<file path="src/rtl/elec_chain_ctrl.sv">
// ============================================================================
//  Module   : elec_chain_ctrl
//  Purpose  : Write, non-destructive readback and reset of NUM_BANK electrode
//             mux configuration chains through a single divided shift clock.
//  Revision : 1.0
// ============================================================================
`default_nettype none

module elec_chain_ctrl #(
    parameter  int NUM_BANK  = 2,
    parameter  int CHAIN_LEN = 1024,
    parameter  int GROUP_WID = 16,
    parameter  int CLK_DIV   = 12,
    parameter  int RST_CYC   = 4,
    localparam int NG        = CHAIN_LEN / GROUP_WID,
    localparam int GAW       = (NG > 1) ? $clog2(NG) : 1,
    localparam int BW        = (NUM_BANK > 1) ? $clog2(NUM_BANK) : 1
) (
    input  logic                 clk,
    input  logic                 rst,
    input  logic                 cmd_vld,
    output logic                 cmd_rdy,
    input  logic [1:0]           cmd_op,
    input  logic [BW-1:0]        cmd_bank,
    input  logic [GAW-1:0]       cmd_grp,
    output logic                 grp_req,
    output logic [GAW-1:0]       grp_idx,
    input  logic [GROUP_WID-1:0] grp_data,
    input  logic                 grp_vld,
    output logic [GROUP_WID-1:0] rd_data,
    output logic                 rd_vld,
    output logic                 done,
    output logic                 err,
    output logic                 busy,
    output logic [NUM_BANK-1:0]  chain_sclk,
    output logic [NUM_BANK-1:0]  chain_sdi,
    input  logic [NUM_BANK-1:0]  chain_sdo,
    output logic [NUM_BANK-1:0]  chain_rst_n
);

    localparam int DW  = $clog2(CLK_DIV);
    localparam int BCW = (GROUP_WID > 1) ? $clog2(GROUP_WID) : 1;
    localparam int RCW = $clog2(RST_CYC + 1);

    localparam logic [2:0] c_IDLE      = 3'd0;
    localparam logic [2:0] c_FETCH     = 3'd1;
    localparam logic [2:0] c_SHIFT_WR  = 3'd2;
    localparam logic [2:0] c_SHIFT_RD  = 3'd3;
    localparam logic [2:0] c_RST_PULSE = 3'd4;
    localparam logic [2:0] c_DONE      = 3'd5;

    localparam logic [1:0] c_OP_WR  = 2'd0;
    localparam logic [1:0] c_OP_RD  = 2'd1;
    localparam logic [1:0] c_OP_BAD = 2'd3;

    localparam logic [DW-1:0]  c_DIV_LAST = DW'(CLK_DIV - 1);
    localparam logic [DW-1:0]  c_DIV_HALF = DW'(CLK_DIV / 2);
    localparam logic [DW-1:0]  c_DIV_SAMP = DW'(CLK_DIV / 2 - 1);
    localparam logic [BCW-1:0] c_BIT_LAST = BCW'(GROUP_WID - 1);
    localparam logic [GAW-1:0] c_GRP_LAST = GAW'(NG - 1);
    localparam logic [RCW-1:0] c_RST_LAST = RCW'(RST_CYC - 1);

    logic [2:0]           r_state;
    logic [BW-1:0]        r_bank;
    logic [GAW-1:0]       r_rd_grp;
    logic [GAW-1:0]       r_grp;
    logic [BCW-1:0]       r_bit;
    logic [DW-1:0]        r_div;
    logic [RCW-1:0]       r_rcnt;
    logic [GROUP_WID-1:0] r_shreg;
    logic [GROUP_WID-1:0] r_acc;
    logic                 r_sdi;
    logic                 r_is_rd;

    logic w_accept;
    logic w_bad;
    logic w_shifting;
    logic w_sdo;

    assign w_accept   = cmd_vld && cmd_rdy;
    assign w_bad      = (cmd_op == c_OP_BAD) || (32'(cmd_bank) >= NUM_BANK);
    assign w_shifting = (r_state == c_SHIFT_WR) || (r_state == c_SHIFT_RD);
    assign w_sdo      = chain_sdo[r_bank];

    assign cmd_rdy = (r_state == c_IDLE);
    assign busy    = (r_state != c_IDLE);
    assign grp_req = (r_state == c_FETCH);
    assign grp_idx = r_grp;

    always_ff @(posedge clk or posedge rst) begin
        if (rst) begin
            r_state  <= c_IDLE;
            r_bank   <= '0;
            r_rd_grp <= '0;
            r_grp    <= '0;
            r_bit    <= '0;
            r_div    <= '0;
            r_rcnt   <= '0;
            r_shreg  <= '0;
            r_acc    <= '0;
            r_sdi    <= 1'b0;
            r_is_rd  <= 1'b0;
            rd_data  <= '0;
            rd_vld   <= 1'b0;
            done     <= 1'b0;
            err      <= 1'b0;
        end else begin
            done   <= 1'b0;
            err    <= 1'b0;
            rd_vld <= 1'b0;
            case (r_state)
                c_IDLE: begin
                    if (w_accept) begin
                        r_bank   <= cmd_bank;
                        r_rd_grp <= cmd_grp;
                        r_grp    <= c_GRP_LAST;
                        r_bit    <= '0;
                        r_div    <= '0;
                        r_rcnt   <= '0;
                        r_acc    <= '0;
                        r_is_rd  <= (cmd_op == c_OP_RD);
                        if (w_bad) begin
                            err <= 1'b1;
                        end else if (cmd_op == c_OP_WR) begin
                            r_state <= c_FETCH;
                        end else if (cmd_op == c_OP_RD) begin
                            // First recirculated bit is whatever already sits at the chain end.
                            r_sdi   <= chain_sdo[cmd_bank];
                            r_state <= c_SHIFT_RD;
                        end else begin
                            r_state <= c_RST_PULSE;
                        end
                    end
                end
                c_FETCH: begin
                    if (grp_vld) begin
                        r_sdi   <= grp_data[GROUP_WID-1];
                        r_shreg <= grp_data << 1;
                        r_div   <= '0;
                        r_state <= c_SHIFT_WR;
                    end
                end
                c_SHIFT_WR, c_SHIFT_RD: begin
                    r_div <= r_div + 1'b1;
                    if (r_is_rd && (r_div == c_DIV_SAMP) && (r_grp == r_rd_grp)) begin
                        r_acc <= (r_acc << 1) | GROUP_WID'(w_sdo);
                    end
                    if (r_div == c_DIV_LAST) begin
                        r_div <= '0;
                        if (r_bit != c_BIT_LAST) begin
                            r_bit <= r_bit + 1'b1;
                            if (r_is_rd) begin
                                r_sdi <= w_sdo;
                            end else begin
                                r_sdi   <= r_shreg[GROUP_WID-1];
                                r_shreg <= r_shreg << 1;
                            end
                        end else begin
                            r_bit <= '0;
                            if (r_grp == '0) begin
                                r_state <= c_DONE;
                                done    <= 1'b1;
                                rd_vld  <= r_is_rd;
                                if (r_is_rd) begin
                                    rd_data <= r_acc;
                                end
                            end else begin
                                r_grp <= r_grp - 1'b1;
                                if (r_is_rd) begin
                                    r_sdi <= w_sdo;
                                end else begin
                                    r_state <= c_FETCH;
                                end
                            end
                        end
                    end
                end
                c_RST_PULSE: begin
                    if (r_rcnt == c_RST_LAST) begin
                        r_state <= c_DONE;
                        done    <= 1'b1;
                    end else begin
                        r_rcnt <= r_rcnt + 1'b1;
                    end
                end
                c_DONE: begin
                    r_state <= c_IDLE;
                end
                default: begin
                    r_state <= c_IDLE;
                end
            endcase
        end
    end

    // Unselected banks stay parked: sclk/sdi low, rst_n released.
    for (genvar b = 0; b < NUM_BANK; b++) begin : g_bank
        logic w_sel;
        assign w_sel          = (r_bank == BW'(b));
        assign chain_sclk[b]  = w_sel && w_shifting && (r_div >= c_DIV_HALF);
        assign chain_sdi[b]   = w_sel && w_shifting && r_sdi;
        assign chain_rst_n[b] = !rst && !(w_sel && (r_state == c_RST_PULSE));
    end

endmodule

`default_nettype wire

</file>
<file path="config.mk">
export PLATFORM = sky130hd
export DESIGN_NAME = elec_chain_ctrl
export DESIGN_NICKNAME = d
export VERILOG_FILES = /design/src/rtl/elec_chain_ctrl.sv
export SDC_FILE = /design/constraint.sdc
export NUM_CORES = 1
export LEC_CHECK = 0
export CAP_MARGIN = 30
export CELL_PAD_IN_SITES_DETAIL_PLACEMENT = 2
export CELL_PAD_IN_SITES_GLOBAL_PLACEMENT = 2
export CORE_MARGIN = 2
export CORE_UTILIZATION = 30
export DETAILED_ROUTE_END_ITERATION = 8
export HOLD_SLACK_MARGIN = 0.02
export PLACE_DENSITY = 0.85
export SKIP_CTS_REPAIR_TIMING = 1
export SYNTH_ARGS = -nofsm -noshare
export SYNTH_HDL_FRONTEND = slang
export SYNTH_SLANG_ARGS = --single-unit
</file>
<file path="constraint.sdc">
create_clock -name clk -period 2.9 [get_ports clk]
set_clock_uncertainty 0.05 [all_clocks]
set_input_delay 0.87 -clock clk [delete_from_list [all_inputs] [get_ports clk]]
set_output_delay 0.87 -clock clk [all_outputs]
set_load 0.1 [all_outputs]
</file>
==> flow_summary_export.csv <==
group,metric,value,unit
synthesis,ys_seq_area_frac,0.5258,
final_layout,syn_to_final_growth,33.54,%
place,place.gp.congestion,0.8081,
power,clkPwrFrac,0.258,
run,maxCapViolCount,0,
global_route,grt_pass1_wl,18000,um
hold_path,hold_class,"reg -> reg",
timing,period_share,0.9568,
power,p_sw,0.001830,W
floorplanning,ios,65,
synthesis,yosysWarnings,0,
clocking,cts_tree,"yes",
routing,num_vias,3034,
worst_setup_path,worst-path-buf-inv,1,
synthesis,synth_top_area_share,0.5258,
power,ir_worst_vdd,0.3342,mV
timing,hold_viol_final,0,
place,place_inst,597,
clocking,cts_sinks,79,
routing,routed_wl,10770,um
timing,setup_viol,0,
place,port_buffers,64,
hold_path,min_from,"r_rd_grp[5]$_DFFE_PP0P_",
clocking,clk_latency,0.35,ns
synthesis,synth_area,0.003760,mm2
power,swShare,0.4053,
routing,drt-initial-drc-count,123,
clocking,htree_num_levels,3,
timing,fmax,0.3604,GHz
worst_setup_path,critPathRequiredTime,1.98,ns
global_route,grt_usage,0.1740,
timing,fin_crit,2.775,ns
synthesis,synth_fp_nets,413,
clocking,cts-root-buf,"clkbuf_16",
power,seqPwrFrac,0.365,
worst_setup_path,r2r_end,"r_sdi$_DFFE_PP0P_",
synthesis,synth-seq-cells,79,
final_layout,fillers,1303,
status,status,"completed",
final_layout,fin_nets,478,
worst_setup_path,reg2reg_from,"grp_idx[0]$_DFFE_PP0P_",
timing,slew_headroom,0.6100,
timing,drv_slew,0,
clocking,ctsLongestPathBuffers,2,
final_layout,finalNonFillerCells,613,
global_route,grt_overflow_total,0,
routing,ant_nets,0,
synthesis,async_flop_share,1.000,
clocking,clk_pin_slew,0.06,ns
worst_setup_path,critPathSlowestCell,"dfrtp_1",
synthesis,synth.avg_cell_area,10.03,um2
power,p_int,0.002685,W
final_layout,insertedDiodeCount,0,
worst_setup_path,arrival,1.85,ns
global_route,grt_max_degree,80,
place,hpwl,7735,um
floorplanning,initial_core_util,0.3104,
floorplanning,row_count,40,
hold_path,hold_path_end,"r_rd_grp[5]$_DFFE_PP0P_",
worst_setup_path,cp_top_family,"flip-flops",
synthesis,synthCells,375,
global_route,antenna_found_initial,0,
synthesis,synth.most_common_cell,"dfrtp_1",
synthesis,synth_ff_type,"dfrtp_1",
global_route,grt_pass1_vias,3407,
floorplanning,fp.coreArea,0.01211,mm2
routing,firstDrtPassIters,4,
synthesis,synth_area_leaders,"dfrtp_1 53%, nand2_1 6.8%, mux2_2 5.4%, mux2i_1 4.5%, o21ai_0 3.7%",
worst_setup_path,path_class,"reg -> out",
synthesis,synth_cell_type_count,50,
routing,viasPerCell,4.949,
power,power.density,899.3,mW/mm2
worst_setup_path,critPathMaxStageDelay,0.54,ns
synthesis,yosys-top-cells-count,"79 x dfrtp_1, 68 x nand2_1, 28 x nor2_1, 28 x o21ai_0, 24 x a21oi_1",
hold_path,hold_depth,2,
power,leakagePower,2.303,nW
worst_setup_path,worst_setup_path_end_kind,"primary output",
worst_setup_path,reg2reg_depth,7,
worst_setup_path,worstPathMaxFanout,12,
floorplanning,dieArea,0.01344,mm2
timing,max_slew.worst_pin.slew,0.5828,ns
routing,wl_per_cell,17.57,um
worst_setup_path,startpoint_type,"register",
power,power_frac_comb,0.377,
clocking,cts_made_buffers,9,
synthesis,synth_edf_count,0,
floorplanning,die_y,116.0,um
worst_setup_path,cp_cell_sequence,"nor2_1 -> a31oi_1 -> buf_12",
final_layout,drive_gt1_frac,0.2202,
timing,grt_setup_unrepaired,"false",
routing,drc,0,
floorplanning,die_w,116.0,um
power,p_total,0.004516,W
synthesis,synth_largest_area_cell,"dfrtp_1",
worst_setup_path,r2r_setup_slack,0.23,ns
## worst max path at each step
| stage | cells past startpoint | slack, ns | end | from |
|---|---|---|---|---|
| after CTS | 3 | 0.07 | chain_sdi[0] | r_state[1]$_DFFE_PP0P_ |
| final | 3 | 0.13 | chain_rst_n[1] | r_state[0]$_DFFE_PP0P_ |
| after global placement | 3 | 0.15 | chain_rst_n[0] | rst |
| after global routing | 3 | 0.03 | chain_rst_n[0] | r_state[0]$_DFFE_PP0P_ |
| after floorplan | 3 | -0.46 | chain_rst_n[0] | r_state[2]$_DFFE_PP0P_ |
| after detailed placement | 3 | 0.12 | chain_rst_n[1] | rst |
## registers in the layout, indices dropped and copies added, names as in the netlist
signal / count
r_rd_grp: 6
g_bank.w_sel: 1
r_shreg: 15
rd_vld: 1
r_bit: 4
r_is_rd: 1
rd_data: 16
r_state: 3
done: 1
r_rcnt: 3
r_sdi: 1
err: 1
r_div: 4
grp_idx: 6
r_acc: 16
## worst min-delay path: stages (launching register included)
cell and delay (ns):
dfrtp_1 0.36, nand2_1 0.06, nand2_1 0.06
## power groups by stage
stage,clock [W],sequential [W],combinational [W]
after floorplan,0,0.00172,0.00107
after global placement,0,0.00164,0.00164
after detailed placement,0,0.00166,0.00172
after CTS,0.00120,0.00165,0.00173
after global routing,0.00125,0.00169,0.00186
final,0.00117,0.00165,0.00170
## cell type report
type                    count  area [um2]  area share
inverters                  13       52.55     0.01047
multi-input cells         263        1690      0.3367
clock buffers              10       239.0     0.04760
repair buffers             74       780.7      0.1555
well taps                 168       210.2     0.04186
flip-flops and latches     79        1979      0.3942
clock inverters             6       68.82     0.01371
## placed cells by master (no fill, tap or decap), types with 3 or more instances in the layout
cell type        netlist  layout
a21oi_1               24      23
a22o_1                 3       3
and3_1                 4       4
buf_12                 0      12
buf_4                  0      32
clkbuf_16              0       9
clkdlybuf4s50_1        0      30
dfrtp_1               79      77
ha_1                   7       7
inv_1                 13      12
mux2_2                18      18
mux2i_1               17      17
nand2_1               68      68
nand3_1                4       4
nor2_1                28      28
nor3_1                 7       4
nor3_4                 0       3
o21ai_0               28      28
o31ai_1                4       4
xor2_1                 9       9
## kinds of logic (layout without fill, tap and decap cells)
family	after synthesis	count (layout)	synth area share
buffers and inverters	33	103	0.03827
AND/OR/NAND/NOR	132	132	0.1631
adder cells (fa/ha/maj)	7	7	0.02329
XOR/XNOR	10	10	0.02330
multiplexers	35	35	0.09917
AO/OA/AOI/OAI	79	79	0.1271
flip-flops	79	79	0.5258
## metal layers
metal / routed length, um / part of all wire / global-route usage / vias to the layer above
met5: 0 / 0 / 0 / -
met3: 340 / 0.032 / 0.03138 / 12
met2: 5406 / 0.50 / 0.2916 / 55
li1: - / - / - / 1429
met1: 4833 / 0.45 / 0.2234 / 1538
met4: 189 / 0.018 / 0.06905 / 0
## through the flow
| stage | util | TNS, ns | setup WS (ns) | hold WS [ns] | instance area, um2 |
|---|---|---|---|---|---|
| after global placement | 0.3889 | 0 | 0.1492 | 0.4104 | 4711 |
| after global routing | 0.4146 | 0 | 0.02566 | 0.4934 | 5021 |
| final | 0.4146 | 0 | 0.1253 | 0.4555 | 5021 |
| after detailed placement | 0.3889 | 0 | 0.1223 | 0.4479 | 4711 |
| after floorplan | - | -1.172 | -0.4622 | 0.3944 | 3805 |
| after CTS | 0.4144 | 0 | 0.06618 | 0.4617 | 5019 |
No activity file was read; power rests on OpenSTA's default activity.
